`src/rtl/calc_pkg.sv`:
```
// calc_pkg: shared definitions for the keypad calculator sequencer.
//   - key code constants as delivered by the keypad decoder
//   - ALU operation encodings driven on alu_op
//   - sequencer state enumeration
//   - small key-classification helpers
package calc_pkg;

    localparam logic [3:0] KEY_ADD = 4'hA;
    localparam logic [3:0] KEY_SUB = 4'hB;
    localparam logic [3:0] KEY_MUL = 4'hC;
    localparam logic [3:0] KEY_EQ  = 4'hE;
    localparam logic [3:0] KEY_CLR = 4'hF;

    localparam logic [1:0] OP_ADD = 2'b00;
    localparam logic [1:0] OP_SUB = 2'b01;
    localparam logic [1:0] OP_MUL = 2'b10;

    typedef enum logic [2:0] {
        ST_ENTER_A  = 3'd0,
        ST_ENTER_OP = 3'd1,
        ST_ENTER_B  = 3'd2,
        ST_EXEC     = 3'd3,
        ST_WAIT     = 3'd4,
        ST_SHOW     = 3'd5,
        ST_ERROR    = 3'd6
    } state_e;

    function automatic logic is_digit(input logic [3:0] k);
        return (k <= 4'd9);
    endfunction

    function automatic logic is_op(input logic [3:0] k);
        return (k == KEY_ADD) || (k == KEY_SUB) || (k == KEY_MUL);
    endfunction

    function automatic logic [1:0] key_to_op(input logic [3:0] k);
        case (k)
            KEY_SUB: return OP_SUB;
            KEY_MUL: return OP_MUL;
            default: return OP_ADD;
        endcase
    endfunction

endpackage

```
`src/rtl/calc_digit_acc.sv`:
```
// calc_digit_acc: one decimal operand register with its digit count.
//   clk, reset   : clock, asynchronous active-high reset
//   clr          : zero value and count (combined with load_digit the
//                  register restarts holding just that digit)
//   load_digit   : shift a new decimal digit in (value*10 + digit)
//   digit        : 0..9
//   value        : binary operand value
//   full         : MAX_DIGITS digits held; further digits are dropped
module calc_digit_acc #(
    parameter int MAX_DIGITS = 4
) (
    input  logic        clk,
    input  logic        reset,
    input  logic        clr,
    input  logic        load_digit,
    input  logic [3:0]  digit,
    output logic [15:0] value,
    output logic        full
);

    localparam int CW = $clog2(MAX_DIGITS + 1) + 1;

    logic [15:0]   value_q, value_d;
    logic [CW-1:0] cnt_q, cnt_d;
    logic [19:0]   prod;

    // 20-bit multiply-accumulate, truncated to 16 bits on load
    assign prod = ({4'd0, value_q} * 20'd10) + {16'd0, digit};
    assign full = (cnt_q >= CW'(MAX_DIGITS));

    always_comb begin
        value_d = value_q;
        cnt_d   = cnt_q;
        if (clr) begin
            value_d = '0;
            cnt_d   = '0;
            if (load_digit) begin
                value_d = {12'd0, digit};
                cnt_d   = CW'(1);
            end
        end else if (load_digit && !full) begin
            value_d = prod[15:0];
            cnt_d   = cnt_q + 1'b1;
        end
    end

    always_ff @(posedge clk or posedge reset) begin
        if (reset) begin
            value_q <= '0;
            cnt_q   <= '0;
        end else begin
            value_q <= value_d;
            cnt_q   <= cnt_d;
        end
    end

    assign value = value_q;

endmodule

```
`src/rtl/calc_sequencer.sv`:
```
// calc_sequencer: control FSM of the keypad calculator.
// Accumulates operands A and B from key codes, latches the operator,
// launches the ALU with a one-cycle alu_start and waits (bounded by
// ALU_TIMEOUT) for alu_done, then presents result or error to the display.
//   clk, reset            : clock, asynchronous active-high reset
//   enable                : low drops keys; WAIT keeps running
//   key_valid, key_code   : key strobe and code (0-9, A/B/C op, E eq, F clr)
//   alu_a, alu_b, alu_op  : operands and operation to the ALU
//   alu_start             : one-cycle launch pulse (EXEC state)
//   alu_done, alu_result,
//   alu_ovf               : ALU completion strobe, result, overflow
//   disp_value, disp_err  : display value and error flag
//   busy                  : high in EXEC and WAIT
// Build option: CALC_SEQ_CHAIN_EN lets an operator in SHOW continue
// from the previous result.
module calc_sequencer
    import calc_pkg::*;
#(
    parameter int MAX_DIGITS  = 4,
    parameter int ALU_TIMEOUT = 16
) (
    input  logic        clk,
    input  logic        reset,
    input  logic        enable,
    input  logic        key_valid,
    input  logic [3:0]  key_code,
    output logic [15:0] alu_a,
    output logic [15:0] alu_b,
    output logic [1:0]  alu_op,
    output logic        alu_start,
    input  logic        alu_done,
    input  logic [15:0] alu_result,
    input  logic        alu_ovf,
    output logic [15:0] disp_value,
    output logic        disp_err,
    output logic        busy
);

    localparam int TW = $clog2(ALU_TIMEOUT) + 1;

    state_e        state_q, state_d;
    logic [1:0]    op_q, op_d;
    logic [15:0]   res_q, res_d;
    logic [TW-1:0] tmo_q, tmo_d;
    // A is taken from the latched result after an operator chain
    logic          chain_q, chain_d;

    logic          a_clr, a_ld, b_clr, b_ld;
    logic [15:0]   a_val, b_val;
    logic          a_full, b_full;
    logic          key_acc, k_clr, k_dig, k_op, k_eq;

    assign key_acc = key_valid && enable;
    assign k_clr   = key_acc && (key_code == KEY_CLR);
    assign k_dig   = key_acc && is_digit(key_code);
    assign k_op    = key_acc && is_op(key_code);
    assign k_eq    = key_acc && (key_code == KEY_EQ);

    always_comb begin
        state_d = state_q;
        op_d    = op_q;
        res_d   = res_q;
        tmo_d   = tmo_q;
        chain_d = chain_q;
        a_clr   = 1'b0;
        a_ld    = 1'b0;
        b_clr   = 1'b0;
        b_ld    = 1'b0;
        if (k_clr) begin
            // clear beats everything, including a same-edge alu_done
            state_d = ST_ENTER_A;
            op_d    = OP_ADD;
            chain_d = 1'b0;
            a_clr   = 1'b1;
            b_clr   = 1'b1;
        end else begin
            case (state_q)
                ST_ENTER_A: begin
                    if (k_dig) begin
                        a_ld = !a_full;
                    end else if (k_op) begin
                        op_d    = key_to_op(key_code);
                        state_d = ST_ENTER_OP;
                    end
                end
                ST_ENTER_OP: begin
                    if (k_op) begin
                        op_d = key_to_op(key_code);
                    end else if (k_dig) begin
                        b_clr   = 1'b1;
                        b_ld    = 1'b1;
                        state_d = ST_ENTER_B;
                    end
                end
                ST_ENTER_B: begin
                    if (k_dig) begin
                        b_ld = !b_full;
                    end else if (k_eq) begin
                        state_d = ST_EXEC;
                    end
                end
                ST_EXEC: begin
                    tmo_d   = '0;
                    state_d = ST_WAIT;
                end
                ST_WAIT: begin
                    if (alu_done) begin
                        if (alu_ovf) begin
                            state_d = ST_ERROR;
                        end else begin
                            res_d   = alu_result;
                            state_d = ST_SHOW;
                        end
                    end else if (tmo_q == TW'(ALU_TIMEOUT - 1)) begin
                        state_d = ST_ERROR;
                    end else begin
                        tmo_d = tmo_q + 1'b1;
                    end
                end
                ST_SHOW: begin
                    if (k_dig) begin
                        a_clr   = 1'b1;
                        a_ld    = 1'b1;
                        b_clr   = 1'b1;
                        chain_d = 1'b0;
                        state_d = ST_ENTER_A;
                    end
`ifdef CALC_SEQ_CHAIN_EN
                    else if (k_op) begin
                        a_clr   = 1'b1;
                        b_clr   = 1'b1;
                        chain_d = 1'b1;
                        op_d    = key_to_op(key_code);
                        state_d = ST_ENTER_OP;
                    end
`endif
                end
                ST_ERROR: ;
                default: state_d = ST_ENTER_A;
            endcase
        end
    end

    always_ff @(posedge clk or posedge reset) begin
        if (reset) begin
            state_q <= ST_ENTER_A;
            op_q    <= OP_ADD;
            res_q   <= '0;
            tmo_q   <= '0;
            chain_q <= 1'b0;
        end else begin
            state_q <= state_d;
            op_q    <= op_d;
            res_q   <= res_d;
            tmo_q   <= tmo_d;
            chain_q <= chain_d;
        end
    end

    calc_digit_acc #(.MAX_DIGITS(MAX_DIGITS)) u_acc_a (
        .clk        (clk),
        .reset      (reset),
        .clr        (a_clr),
        .load_digit (a_ld),
        .digit      (key_code),
        .value      (a_val),
        .full       (a_full)
    );

    calc_digit_acc #(.MAX_DIGITS(MAX_DIGITS)) u_acc_b (
        .clk        (clk),
        .reset      (reset),
        .clr        (b_clr),
        .load_digit (b_ld),
        .digit      (key_code),
        .value      (b_val),
        .full       (b_full)
    );

    assign alu_a     = chain_q ? res_q : a_val;
    assign alu_b     = b_val;
    assign alu_op    = op_q;
    assign alu_start = (state_q == ST_EXEC);
    assign busy      = (state_q == ST_EXEC) || (state_q == ST_WAIT);
    assign disp_err  = (state_q == ST_ERROR);

    always_comb begin
        case (state_q)
            ST_ENTER_B: disp_value = alu_b;
            ST_SHOW:    disp_value = res_q;
            ST_ERROR:   disp_value = '0;
            default:    disp_value = alu_a;
        endcase
    end

endmodule

```
`config.mk`:
```
export PLATFORM = sky130hd
export DESIGN_NAME = calc_sequencer
export DESIGN_NICKNAME = d
export VERILOG_FILES = /design/src/rtl/calc_pkg.sv /design/src/rtl/calc_digit_acc.sv /design/src/rtl/calc_sequencer.sv
export SDC_FILE = /design/constraint.sdc
export NUM_CORES = 1
export LEC_CHECK = 0
export ABC_CLOCK_PERIOD_IN_PS = 2900
export CORE_ASPECT_RATIO = 1.75
export CORE_MARGIN = 2
export CORE_UTILIZATION = 45
export DETAILED_ROUTE_END_ITERATION = 10
export PLACE_DENSITY_LB_ADDON = 0.08
export SLEW_MARGIN = 25
export SYNTH_ARGS = -nofsm -noshare
export SYNTH_HDL_FRONTEND = slang
export SYNTH_SLANG_ARGS = --single-unit
```
`constraint.sdc`:
```
create_clock -name clk -period 2.9 [get_ports clk]
set_clock_uncertainty 0.15 [all_clocks]
set_input_delay 0.58 -clock clk [delete_from_list [all_inputs] [get_ports clk]]
set_output_delay 0.58 -clock clk [all_outputs]
set_load 0.005 [all_outputs]
```
==> run_results.csv <==
group,metric,value,unit
status,status,"complete, but fails checks",
status,violations,"negative setup slack",
routing,routed_wl,17.7,mm
yosys,yosys.area_share.simple,19.4,%
yosys,synthXorXnorAreaFrac,6.81,%
power_and_ir_drop,vdd_drop_max,0.778,mV
yosys,syn_area_per_cell,8.75,sq um
cts,numClockSinks,66,
global_route,antenna_found_initial,0,
yosys,synth_top_family_by_area,"compound AO/OA/AOI/OAI gates",
floorplanning,start_util,46.2,%
setup_path,slowest_stage,"dfrtp_2",
power_and_ir_drop,p_leak,3.70,nW
cts,clock-root-buffer,"clkbuf_16",
yosys,synthDominantCellAreaShare,30.7,%
cts,path_clk_slew,0.06,ns
final_layout,final_cell_mix,"129 x buf_4, 90 x nand2_1, 77 x clkdlybuf4s50_1",
sta,final-setup-viol-count,9,
yosys,netlist_instances,615,
yosys,synth.net_count,701,
final_layout,syn2layout_area_growth,52.0,%
setup_path,critPathMaxFanout,5,
yosys,synth-seq-area-share,30.7,%
sta,tightest_slew,0.453,ns
setup_path,r2r_slack,-0.28,ns
global_route,grt-ovfl-total,0,
setup_path,critPathArrivalTime,3.25,ns
yosys,synth_fa_ha_area_share,14.5,%
floorplanning,fp-row-count,52,
yosys,synth.distinct_cells,67,
setup_path,r2r-start,"u_acc_a.value[3]$_DFFE_PP0P_",
setup_path,crit_type,"flop to flop",
yosys,ys.flop_type,"dfrtp_1",
sta,period_needed,3.18,ns
yosys,synthMuxAreaShare,3.93,%
final_layout,drive_gt1_share,31.7,%
routing,drt_iter0_markers,244,
routing,routed_via_density,5.82,
yosys,post_synth_main_area_contributors,"dfrtp_1 31%, ha_1 13%, nand2_1 6.4%",
setup_path,cp_num_buf_inv,3,
final_layout,diodes,0,
global_route,grt_pass1_vias,5769,
yosys,syn_area,5380,sq um
power_and_ir_drop,cellPowerDensity,1110,nW/um^2
yosys,ys_seq_elements,66,
setup_path,max_stage_delay,0.45,ns
cts,cts-buffers-inserted,9,
cts,clock_latency,0.34,ns
sta,setup_ws,-0.282,ns
setup_path,cp-end-kind,"flop",
placed_design,hpwl,13.3,mm
sta,min_period_over_period,110,%
setup_path,cpMostUsedCell,"buf_4",
cts,cts_hold_buf,0,
setup_path,required,2.97,ns
global_route,grt_max_degree,48,
routing,drc_errors,0,
setup_path,path_cells,"ha_4, ha_4, buf_4, buf_4, a211oi_4, o21ai_0, o21ai_1, nand4bb_1, a211oi_2, buf_4, and4_1, nor4_2, nand2_1",
hold_path,hold_path_end,"u_acc_b.cnt_q[2]$_DFFE_PP0P_",
yosys,yosysTopAreaCell,"dfrtp_1",
power_and_ir_drop,total_power,9.08,mW
sta,slew_violations,0,
cts,cts_htree_levels,3,
routing,ant_nets,0,
global_route,grt_util_all_layers,27.6,%
final_layout,final_nets,905,
setup_path,r2r_end,"u_acc_a.value[15]$_DFFE_PP0P_",
placed_design,pre_cts_ws,-0.500,ns
sta,final_hold_viol_count,0,
floorplanning,coreArea,11600,sq um
placed_design,gp_congestion,0.940,
final_layout,final_common_cell,"buf_4",
routing,wire_per_inst,18.5,um
sta,tns,-1.28,ns
routing,dr.pass1.iters,5,
job,cap_violations,0,
yosys,synth_warnings,0,
floorplanning,die_h,149,um
sta,fmax,314,MHz
hold_path,hp-class,"flop to flop",
global_route,grt_pass1_wl,27.9,mm
hold_path,min_path_cells,2,
hold_path,worstHoldStart,"u_acc_b.cnt_q[2]$_DFFE_PP0P_",
placed_design,io_buffers,78,
yosys,async_reset_ff_share,100,%
setup_path,reg2regPathDepth,13,
yosys,synth_edf_count,0,
yosys,synth_compound_area_share,21.0,%
floorplanning,boundaryPins,79,
cts,cts_buffer_depth,2,
sta,max_slew_margin,69.5,%
routing,num_vias,5577,
cts,cts_tree,"done",
sta,rsz0062_at_grt,"true",
setup_path,critical-path-top-delay-family,"compound AO/OA/AOI/OAI gates",
floorplanning,dieWidth,86.7,um
floorplanning,die_area,12900,sq um
setup_path,startpoint_type,"flop",
## registers in the layout, indices dropped and copies added, names as in the netlist
register and flops:
res_q 16, u_acc_a.value 16, u_acc_b.value 16, tmo_q 5
u_acc_a.cnt_q 4, u_acc_b.cnt_q 4, state_q 3, alu_op 2
## worst max path at each step
stage          cells after the start                    startpoint                       endpoint
6_report                          13  u_acc_a.value[3]$_DFFE_PP0P_  u_acc_a.value[15]$_DFFE_PP0P_
5_1_grt                           13  u_acc_a.value[3]$_DFFE_PP0P_  u_acc_a.value[15]$_DFFE_PP0P_
4_1_cts                           11  u_acc_a.value[3]$_DFFE_PP0P_  u_acc_a.value[15]$_DFFE_PP0P_
3_5_place_dp                      11                   key_code[1]  u_acc_a.value[15]$_DFFE_PP0P_
3_3_place_gp                      11                   key_code[1]  u_acc_a.value[15]$_DFFE_PP0P_
2_1_floorplan                     11  u_acc_b.value[1]$_DFFE_PP0P_  u_acc_b.value[15]$_DFFE_PP0P_
## power by group
group          internal (mW)  switching (mW)  leakage (nW)
combinational           3.35            2.97          2.70
sequential              1.28           0.398         0.859
clock                  0.663           0.422         0.142
## metal layers
layer,global-route usage (%),vias up,share of wire (%)
met5,0,-,0
met4,10.5,0,3.3
met3,3.50,45,4.3
met2,52.5,176,56
met1,30.0,2700,37
li1,-,2656,-
## logic make-up (layout without fill, tap and decap cells)
| group | Yosys count | after routing |
|---|---|---|
| simple gates | 220 | 220 |
| xor+xnor | 41 | 41 |
| fa+ha+maj | 60 | 60 |
| mux | 19 | 19 |
| flops | 66 | 66 |
| buf+inv | 51 | 260 |
| compound gates | 158 | 158 |
## metrics by stage
stage | util, % | area (sq um) | hold slack, ns | std cells
5_1_grt | 70.2 | 8180 | 0.378 | 959
3_5_place_dp | 62.3 | 7260 | 0.337 | 926
3_3_place_gp | 62.3 | 7260 | 0.319 | 926
6_report | 70.2 | 8180 | 0.352 | 959
2_1_floorplan | - | 5450 | 0.307 | 615
4_1_cts | 67.1 | 7820 | 0.355 | 951
## cell type report
cell class	instances	area, sq um
clock inverters	7	68.8
repair buffers	221	1930
fillers	911	3470
multi-input cells	498	4040
clock buffers	9	225
inverters	23	86.3
flip-flops and latches	66	1660
well taps	135	169
## cell usage after synthesis (7+ instances only)
cell type and n:
dfrtp_1 66, a21o_1 7, mux2_2 17, nand3_1 13, a31oi_1 20, nand2_1 92, xnor2_1 23, a22o_1 18
clkbuf_1 17, nor2_1 57, inv_1 23, nor3_1 9, o21ai_0 32, a211oi_1 15, xor2_1 17, a21oi_1 16
nor2b_1 7, ha_1 56, nor3b_1 8
## worst min-delay path: stages, from the launching register on
cell and delay (ns):
dfrtp_1 0.34, a31oi_1 0.04, nor2_1 0.08
## timing repair
| item | in CTS | in global routing |
|---|---|---|
| pin swaps | 23 | 46 |
| endpoints found under the setup margin | 10 | 29 |
| cloned | 0 | 0 |
| resized for setup | 37 | 61 |
| setup buffers | 9 | 11 |
Power figures use the tool's default switching activity.
